File: src/rtl/fp_div.sv
// fp_div: iterative divider for the 24-bit shader float format
//   sign[23], exponent[22:15] (bias 127), mantissa[14:0] with an implicit 1.
//   Computes a / b by restoring division, one quotient bit per cycle
//   (17 iterations), behind valid/ready handshakes on input and output.
//   Zero exponent means zero (flush-to-zero); results are truncated.
//
// Ports:
//   clk_i        clock, all state on rising edge
//   rst_ni       asynchronous active-low reset
//   in_valid_i   operands a_i / b_i valid
//   in_ready_o   divider idle and can accept
//   a_i, b_i     dividend, divisor
//   out_valid_o  result valid, held until accepted
//   out_ready_i  consumer accepts result
//   result_o     quotient
//   dbz_o        divide-by-zero flag, qualified by out_valid_o
//   ovf_o        exponent overflow flag, qualified by out_valid_o
module fp_div #(
  parameter int WIDTH = 24
) (
  input  logic             clk_i,
  input  logic             rst_ni,
  input  logic             in_valid_i,
  output logic             in_ready_o,
  input  logic [WIDTH-1:0] a_i,
  input  logic [WIDTH-1:0] b_i,
  output logic             out_valid_o,
  input  logic             out_ready_i,
  output logic [WIDTH-1:0] result_o,
  output logic             dbz_o,
  output logic             ovf_o
);

  typedef enum logic [1:0] {
    IDLE,
    DIV,
    DONE
  } state_e;

  localparam logic [4:0] LAST_ITER = 5'd16;

  state_e             state_q, state_d;
  logic               sign_q, sign_d;
  logic [7:0]         ea_q, ea_d;
  logic [7:0]         eb_q, eb_d;
  logic [17:0]        rem_q, rem_d;
  logic [15:0]        dvs_q, dvs_d;
  logic [16:0]        quo_q, quo_d;
  logic [4:0]         cnt_q, cnt_d;
  logic [WIDTH-1:0]   result_q, result_d;
  logic               dbz_q, dbz_d;
  logic               ovf_q, ovf_d;

  // One restoring-division step. The remainder stays below 2*D, so the
  // shifted value always fits in 18 bits.
  logic [17:0]        rem_sub;
  logic               rem_ge;
  logic [17:0]        rem_step;
  logic [16:0]        quo_step;

  // Normalisation of the quotient after the final step. Q[16] has weight 2^0.
  logic signed [9:0]  exp_res;
  logic [14:0]        mant_res;

  logic               a_zero, b_zero;

  always_comb begin
    rem_sub  = rem_q - {2'b00, dvs_q};
    rem_ge   = (rem_q >= {2'b00, dvs_q});
    rem_step = rem_ge ? (rem_sub << 1) : (rem_q << 1);
    quo_step = {quo_q[15:0], rem_ge};

    // 10-bit signed so both underflow (<= 0) and overflow (>= 255) are visible.
    exp_res  = $signed({2'b00, ea_q}) - $signed({2'b00, eb_q})
             + (quo_step[16] ? 10'sd127 : 10'sd126);
    mant_res = quo_step[16] ? quo_step[15:1] : quo_step[14:0];

    a_zero = (a_i[22:15] == 8'h00);
    b_zero = (b_i[22:15] == 8'h00);
  end

  always_comb begin
    // NOTE: every always_comb output gets a default first (hold value), so no
    // path through the case leaves a signal unassigned and infers a latch.
    state_d  = state_q;
    sign_d   = sign_q;
    ea_d     = ea_q;
    eb_d     = eb_q;
    rem_d    = rem_q;
    dvs_d    = dvs_q;
    quo_d    = quo_q;
    cnt_d    = cnt_q;
    result_d = result_q;
    dbz_d    = dbz_q;
    ovf_d    = ovf_q;

    unique case (state_q)
      IDLE: begin
        if (in_valid_i) begin
          sign_d = a_i[23] ^ b_i[23];
          ea_d   = a_i[22:15];
          eb_d   = b_i[22:15];
          rem_d  = {2'b01, a_i[14:0]};
          dvs_d  = {1'b1, b_i[14:0]};
          quo_d  = '0;
          cnt_d  = '0;
          if (b_zero) begin
            // Divisor zero wins over a zero dividend, so 0/0 also reports dbz.
            result_d = {a_i[23] ^ b_i[23], 8'hFF, 15'h0000};
            dbz_d    = 1'b1;
            ovf_d    = 1'b0;
            state_d  = DONE;
          end else if (a_zero) begin
            result_d = '0;
            dbz_d    = 1'b0;
            ovf_d    = 1'b0;
            state_d  = DONE;
          end else begin
            state_d  = DIV;
          end
        end
      end

      DIV: begin
        rem_d = rem_step;
        quo_d = quo_step;
        cnt_d = cnt_q + 5'd1;
        if (cnt_q == LAST_ITER) begin
          dbz_d = 1'b0;
          if (exp_res <= 10'sd0) begin
            result_d = '0;
            ovf_d    = 1'b0;
          end else if (exp_res >= 10'sd255) begin
            result_d = {sign_q, 8'hFE, 15'h7FFF};
            ovf_d    = 1'b1;
          end else begin
            result_d = {sign_q, exp_res[7:0], mant_res};
            ovf_d    = 1'b0;
          end
          state_d = DONE;
        end
      end

      DONE: begin
        if (out_ready_i) begin
          state_d = IDLE;
        end
      end

      default: state_d = IDLE;
    endcase
  end

  // NOTE: sequential state uses non-blocking assignments only, so every flop
  // samples the pre-edge value of every other flop.
  always_ff @(posedge clk_i or negedge rst_ni) begin
    if (!rst_ni) begin
      state_q  <= IDLE;
      sign_q   <= 1'b0;
      ea_q     <= '0;
      eb_q     <= '0;
      rem_q    <= '0;
      dvs_q    <= '0;
      quo_q    <= '0;
      cnt_q    <= '0;
      result_q <= '0;
      dbz_q    <= 1'b0;
      ovf_q    <= 1'b0;
    end else begin
      state_q  <= state_d;
      sign_q   <= sign_d;
      ea_q     <= ea_d;
      eb_q     <= eb_d;
      rem_q    <= rem_d;
      dvs_q    <= dvs_d;
      quo_q    <= quo_d;
      cnt_q    <= cnt_d;
      result_q <= result_d;
      dbz_q    <= dbz_d;
      ovf_q    <= ovf_d;
    end
  end

  assign in_ready_o  = (state_q == IDLE);
  assign out_valid_o = (state_q == DONE);
  assign result_o    = result_q;
  assign dbz_o       = dbz_q;
  assign ovf_o       = ovf_q;

endmodule
File: config.mk
export PLATFORM = sky130hd
export DESIGN_NAME = fp_div
export DESIGN_NICKNAME = d
export VERILOG_FILES = /design/src/rtl/fp_div.sv
export SDC_FILE = /design/constraint.sdc
export NUM_CORES = 1
export LEC_CHECK = 0
export CORE_ASPECT_RATIO = 0.7
export CORE_UTILIZATION = 35
export CTS_CLUSTER_DIAMETER = 60
export DETAILED_ROUTE_END_ITERATION = 16
export GPL_TIMING_DRIVEN = 0
export HOLD_SLACK_MARGIN = 0.02
export PLACE_DENSITY = 0.61
export SYNTH_ARGS = -nofsm -noshare
export SYNTH_HDL_FRONTEND = slang
export SYNTH_SLANG_ARGS = --single-unit
File: constraint.sdc
create_clock -name clk_i -period 2.9 [get_ports clk_i]
set_clock_uncertainty 0.05 [all_clocks]
set_input_delay 0.87 -clock clk_i [delete_from_list [all_inputs] [get_ports clk_i]]
set_output_delay 0.87 -clock clk_i [all_outputs]
set_load 0.1 [all_outputs]
==> impl_metrics.env, run 1 <==
export IMPL_rsz0062_at_grt="yes"
export IMPL_grtUsageMet1=0.292
export IMPL_cp_end_kind="flop"
export IMPL_hold_start="dvs_q[15]"
export IMPL_vias_per_cell=5.53
export IMPL_worst_slack_ns=-0.334
export IMPL_crit_required_ns=3.06
export IMPL_syn_num_nets=711
export IMPL_stdcell_count=990
export IMPL_vias=5471
export IMPL_rrSetupSlack_ns=-0.33
export IMPL_hold_depth=2
export IMPL_grt_util_met3=0.0384
export IMPL_wl_per_cell_microns=17.7
export IMPL_worst_pin_slew_ns=0.979
export IMPL_io_buffers=79
export IMPL_hold_ws_ns=0.424
export IMPL_synth_edff_count=0
export IMPL_rr_worst_depth=14
export IMPL_timing_final_crit_share=1.12
export IMPL_insertion_delay_ns=0.35
export IMPL_clock_sinks=100
export IMPL_slew_violations=0
export IMPL_worst_setup_path_type="flop to flop"
export IMPL_multi_input_comb_area_sq_um=3660
export IMPL_dp_hpwl_microns=12200
export IMPL_critPathLaunchType="flop"
export IMPL_cts_htree_levels=3
export IMPL_layout_cells_most_common="dfrtp_1"
export IMPL_drt_initial_drc_count=353
export IMPL_maxCapViolations=0
export IMPL_nFillCells=1492
export IMPL_layout_min_cycle_time_ns=3.23
export IMPL_synthCells=629
export IMPL_tns_ns=-7.03
export IMPL_grt_util_all_layers=0.195
export IMPL_yosysWarnings=0
export IMPL_routed_wl_microns=17500
export IMPL_timing_fmax_mhz=309
export IMPL_critical_path_arrival_ns=3.40
export IMPL_overflow=0
export IMPL_cts_buffers=9
export IMPL_finalHoldViolations=0
export IMPL_ys_top_cells_by_area="dfrtp_1 (41%), ha_1 (5.8%), mux2i_1 (4.3%), o21ai_0 (4.0%), nor2_1 (3.8%)"
export IMPL_r2r_end="result_o[10]"
export IMPL_yosysTopAreaCell="dfrtp_1"
export IMPL_grt_busiest_layer="met1"
export IMPL_die_area_sq_um=17900
export IMPL_num_rows=39
export IMPL_syn_area_sq_um=6070
export IMPL_ff_latch_area_sq_um=2500
export IMPL_finish_net_count=843
export IMPL_whs_endpoint="dvs_q[15]"
export IMPL_die_w_microns=159
export IMPL_synth_avg_cell_area_sq_um=9.65
export IMPL_outcome="complete, but fails checks"
export IMPL_synth_seq_area_share=0.412
export IMPL_dp_cells=934
export IMPL_drive_above_1_share=0.225
export IMPL_drc_errors=0
export IMPL_core_sq_um=16600
export IMPL_antenna_found_initial=0
export IMPL_hp_class="flop to flop"
export IMPL_clkSlewWorstSetupHoldPaths_ns=0.07
export IMPL_synth_seq_cells=100
export IMPL_cp_max_fo=5
export IMPL_routabilityCongestion=0.876
export IMPL_initial_core_util=0.365
export IMPL_synthToLayoutAreaGrowth_pct=35.4
export IMPL_grt_pass1_wl_microns=27600
export IMPL_synth_distinct_cells=71
export IMPL_crit_start="ea_q[0]"
export IMPL_ant_nets=0
export IMPL_synthArstFlopShare=1.00
export IMPL_grt_pass1_vias=5243
export IMPL_synth_flop_cell="dfrtp_1"
export IMPL_drt_pass1_iter_count=5
export IMPL_maxSlewHeadroom=0.346
export IMPL_mostFrequentLayoutCells="dfrtp_1 (99), clkdlybuf4s50_1 (76), nor2_1 (57), nand2_1 (53), o21ai_0 (42)"
export IMPL_diodes=0
export IMPL_failed_checks="negative setup slack"
export IMPL_synth_top_area_share=0.412
export IMPL_grt_max_degree=55
export IMPL_setup_viol=25
export IMPL_cts_tree="done"
export IMPL_clock_root_buffer="clkbuf_16"
export IMPL_dieHeight_microns=112
export IMPL_use_met2=0.286
export IMPL_pin_count=80
export IMPL_ctsLongestPathBuffers=2
export IMPL_r2r_start="ea_q[0]"
kinds of logic after synthesis:
family | count (synthesis) | synth area share
flip-flops | 100 | 0.412
buffers and inverters | 68 | 0.0470
multiplexers | 37 | 0.0633
XOR/XNOR | 26 | 0.0400
AND/OR/NAND/NOR | 176 | 0.137
adder cells (fa/ha/maj) | 30 | 0.0643
AO/OA/AOI/OAI | 192 | 0.236
flip-flops by register name, summed over array words and instances (netlist names):
| register | count |
|---|---|
| result_o | 24 |
| dbz_o | 1 |
| rem_q | 18 |
| sign_q | 1 |
| cnt_q | 5 |
| quo_q | 16 |
| ea_q | 8 |
| state_q | 2 |
| eb_q | 8 |
| dvs_q | 16 |
| ovf_o | 1 |
area by class of cell:
type,count,area share
sequential,100,0.305
tap,225,0.0342
buffer,28,0.0212
inverter,40,0.0183
clock inverter,4,0.00594
timing repair buffer,120,0.141
clock buffer,11,0.0295
multi-input combinational,462,0.445
synth_stat cells, types with 12 or more instances:
| library cell | number |
|---|---|
| a21oi_1 | 25 |
| a22o_1 | 15 |
| a311oi_2 | 12 |
| clkbuf_1 | 23 |
| dfrtp_1 | 100 |
| ha_1 | 28 |
| inv_1 | 40 |
| mux2i_1 | 26 |
| nand2_1 | 55 |
| nor2_1 | 61 |
| o21ai_0 | 48 |
| o22ai_1 | 13 |
| xnor2_1 | 13 |
per-stage QoR:
step,area [sq um],setup WS (ns),utilization
2_1_floorplan,6090,-0.0716,-
4_1_cts,7940,-0.251,0.477
6_report,8220,-0.334,0.494
3_5_place_dp,7190,-1.19,0.432
3_3_place_gp,7160,-2.95,0.430
5_1_grt,8220,-0.472,0.494
critical path, stage by stage (launching register included):
cell,delay (ns)
dfrtp_1,0.37
inv_2,0.08
ha_4,0.13
inv_2,0.03
fa_2,0.36
a211oi_4,0.35
nor2_4,0.09
xor2_4,0.17
or3_4,0.40
nor3b_4,0.24
a211oi_4,0.10
buf_4,0.17
a211oi_4,0.30
buf_6,0.19
a311oi_2,0.05
what timing repair did:
| item | 4_1_cts | 5_1_grt |
|---|---|---|
| hold buffers | 0 | 0 |
| cloned | 1 | 2 |
| pin swaps | 23 | 34 |
| endpoints found under the setup margin | 73 | 69 |
| setup buffers | 27 | 11 |
| gates resized for setup | 64 | 51 |
routing by layer:
| layer | up-vias | wire length, microns |
|---|---|---|
| met5 | - | 0 |
| met4 | 0 | 241 |
| met3 | 19 | 948 |
| met2 | 187 | 7730 |
| met1 | 2707 | 8590 |
| li1 | 2558 | - |
worst max-delay path by stage:
| stage | slack [ns] | cells after the start | endpoint |
|---|---|---|---|
| after CTS | -0.25 | 13 | result_o[13] |
| after floorplan | -0.07 | 13 | result_o[10] |
| after global placement | -2.95 | 1 | dvs_q[6] |
| final | -0.33 | 14 | result_o[10] |
| after detailed placement | -1.19 | 10 | result_o[23] |
| after global routing | -0.47 | 11 | result_o[3] |
Power of run 1 is left out: the tool's default activity adds up to more than one toggle a clock period on the data nets, which glitch-free logic cannot reach.
==> inputs of run 2 (changes only) <==
CTS_CLUSTER_SIZE = 10   (was unset)
==> results of run 2 <==
No change in the layout: final DEF, timing and power equal those of run 1.
Power of run 2 is left out for the same reason.
==> inputs of run 3 (changes only) <==
--- a/constraint.sdc
+++ b/constraint.sdc
@@ -3,3 +3,3 @@
 set_input_delay 0.87 -clock clk_i [delete_from_list [all_inputs] [get_ports clk_i]]
 set_output_delay 0.87 -clock clk_i [all_outputs]
-set_load 0.1 [all_outputs]
+set_load 0.02 [all_outputs]
==> run 3 against run 2 <==
Against the previous run: the flow still finishes with violations (negative setup slack); core utilization up 1.2 points; routed wire length up 1.7%; global-route usage up 0.36 points; die area unchanged; fmax up 2.2%; hold slack about the same; sequential cell count unchanged; critical path depth unchanged.
==> impl_metrics.env, run 3 (synthesis gave the netlist of run 1 again) <==
export IMPL_timing_fmax_mhz=316
export IMPL_diodes=0
export IMPL_maxSlewHeadroom=0.394
export IMPL_maxCapViolations=0
export IMPL_dieHeight_microns=112
export IMPL_outcome="complete, but fails checks"
export IMPL_die_area_sq_um=17900
export IMPL_cp_max_fo=6
export IMPL_max_stage_delay_ns=0.38
export IMPL_grt_util_all_layers=0.199
export IMPL_clock_root_buffer="clkbuf_16"
export IMPL_die_w_microns=159
export IMPL_slew_violations=0
export IMPL_io_buffers=79
export IMPL_rr_worst_depth=14
export IMPL_path_delay_family="compound AO/OA/AOI/OAI gates"
export IMPL_use_met2=0.304
export IMPL_cp_end_kind="flop"
export IMPL_ff_latch_area_sq_um=2500
export IMPL_dp_hpwl_microns=12200
export IMPL_cp_buffers_inverters=4
export IMPL_synthToLayoutAreaGrowth_pct=38.7
export IMPL_finalHoldViolations=0
export IMPL_grtUsageMet1=0.286
export IMPL_layout_cells_most_common="dfrtp_1"
export IMPL_cts_buffers=9
export IMPL_worst_setup_path_type="flop to flop"
export IMPL_worst_pin_slew_ns=0.906
export IMPL_vias_per_cell=5.45
export IMPL_hp_class="primary input to async pin"
export IMPL_r2r_start="ea_q[0]"
export IMPL_dp_cells=934
export IMPL_critPathLaunchType="flop"
export IMPL_grt_busiest_layer="met2"
export IMPL_routabilityCongestion=0.883
export IMPL_mostFrequentLayoutCells="dfrtp_1 (100), clkdlybuf4s50_1 (76), nor2_1 (59), nand2_1 (51), o21ai_0 (40)"
export IMPL_critical_path_arrival_ns=3.38
export IMPL_initial_core_util=0.365
export IMPL_worst_slack_ns=-0.264
export IMPL_ant_nets=0
export IMPL_drc_errors=0
export IMPL_drt_pass1_iter_count=5
export IMPL_clkSlewWorstSetupHoldPaths_ns=0.07
export IMPL_setup_viol=26
export IMPL_antenna_found_initial=0
export IMPL_insertion_delay_ns=0.36
export IMPL_worst_path_most_repeated_cell="a211oi_4"
export IMPL_crit_start="ea_q[0]"
export IMPL_cts_htree_levels=3
export IMPL_largest_register_ffs=24
export IMPL_grt_max_degree=68
export IMPL_r2r_end="result_o[16]"
export IMPL_rrSetupSlack_ns=-0.26
export IMPL_rsz0062_at_grt="yes"
export IMPL_layout_min_cycle_time_ns=3.16
export IMPL_grt_pass1_vias=5395
export IMPL_grt_util_met3=0.0447
export IMPL_multi_input_comb_area_sq_um=3820
export IMPL_grt_pass1_wl_microns=28200
export IMPL_crit_slowest_cell="dfrtp_1"
export IMPL_timing_final_crit_share=1.09
export IMPL_num_rows=39
export IMPL_core_sq_um=16600
export IMPL_routed_wl_microns=17800
export IMPL_ctsLongestPathBuffers=2
export IMPL_nFillCells=1465
export IMPL_crit_required_ns=3.12
export IMPL_overflow=0
export IMPL_drt_initial_drc_count=312
export IMPL_drive_above_1_share=0.231
export IMPL_pin_count=80
export IMPL_finish_net_count=839
export IMPL_failed_checks="negative setup slack"
export IMPL_worstPathCellList="inv_2 -> ha_4 -> inv_2 -> fa_2 -> a211oi_4 -> o21a_1 -> o21ai_1 -> a21o_2 -> nor3b_4 -> a211oi_4 -> buf_4 -> a211oi_4 -> buf_6 -> a211oi_2"
export IMPL_stdcell_count=987
export IMPL_cts_tree="done"
export IMPL_wl_per_cell_microns=18.0
export IMPL_clock_sinks=100
export IMPL_vias=5380
-- run 3: cell count changes in the layout (fill, tap and decap cells not counted), moves of 3 or more --
cell | before | now
nor2_2 | 4 | 1
o31ai_1 | 5 | 2
buf_4 | 32 | 27
clkinvlp_4 | 0 | 3
a211oi_1 | 6 | 3
-- run 3: how the worst max path moves through the flow --
stage          slack (ns)  cells past startpoint            to
2_1_floorplan       -0.07                     13  result_o[10]
3_3_place_gp        -2.94                      1       ea_q[5]
3_5_place_dp        -1.10                     10  result_o[23]
4_1_cts             -0.22                     13  result_o[21]
5_1_grt             -0.39                     15   result_o[2]
6_report            -0.26                     14  result_o[16]
-- run 3: layer usage --
metal,routed length (microns),vias to the layer above
met1,8730,2679
met2,8070,142
met4,166,0
met5,0,-
li1,-,2543
met3,826,16
-- run 3: final cells by class --
| type | count | share of cell area |
|---|---|---|
| plain buffers | 27 | 0.0214 |
| repair buffers | 117 | 0.140 |
| flip-flops and latches | 100 | 0.297 |
| clock inverters | 5 | 0.00728 |
| clock buffers | 11 | 0.0288 |
| well taps | 225 | 0.0334 |
| multi-input cells | 462 | 0.454 |
| inverters | 40 | 0.0178 |
-- run 3: through the flow --
step / utilization / area, sq um / setup WS (ns) / hold WS, ns / TNS [ns]
2_1_floorplan: - / 6080 / -0.0716 / 0.381 / -0.744
3_3_place_gp: 0.430 / 7160 / -2.94 / 0.402 / -331.68
5_1_grt: 0.506 / 8420 / -0.386 / 0.457 / -9.40
3_5_place_dp: 0.432 / 7180 / -1.10 / 0.420 / -42.05
4_1_cts: 0.481 / 8000 / -0.221 / 0.437 / -4.69
6_report: 0.506 / 8420 / -0.264 / 0.424 / -5.39
-- run 3: timing repair --
action,in CTS,in global routing
endpoints found under the setup margin,73,64
hold buffers,0,0
pin swaps,21,32
gates cloned,3,1
gates resized for setup,70,65
setup buffers,21,14
Power of run 3 is left out for the same reason.
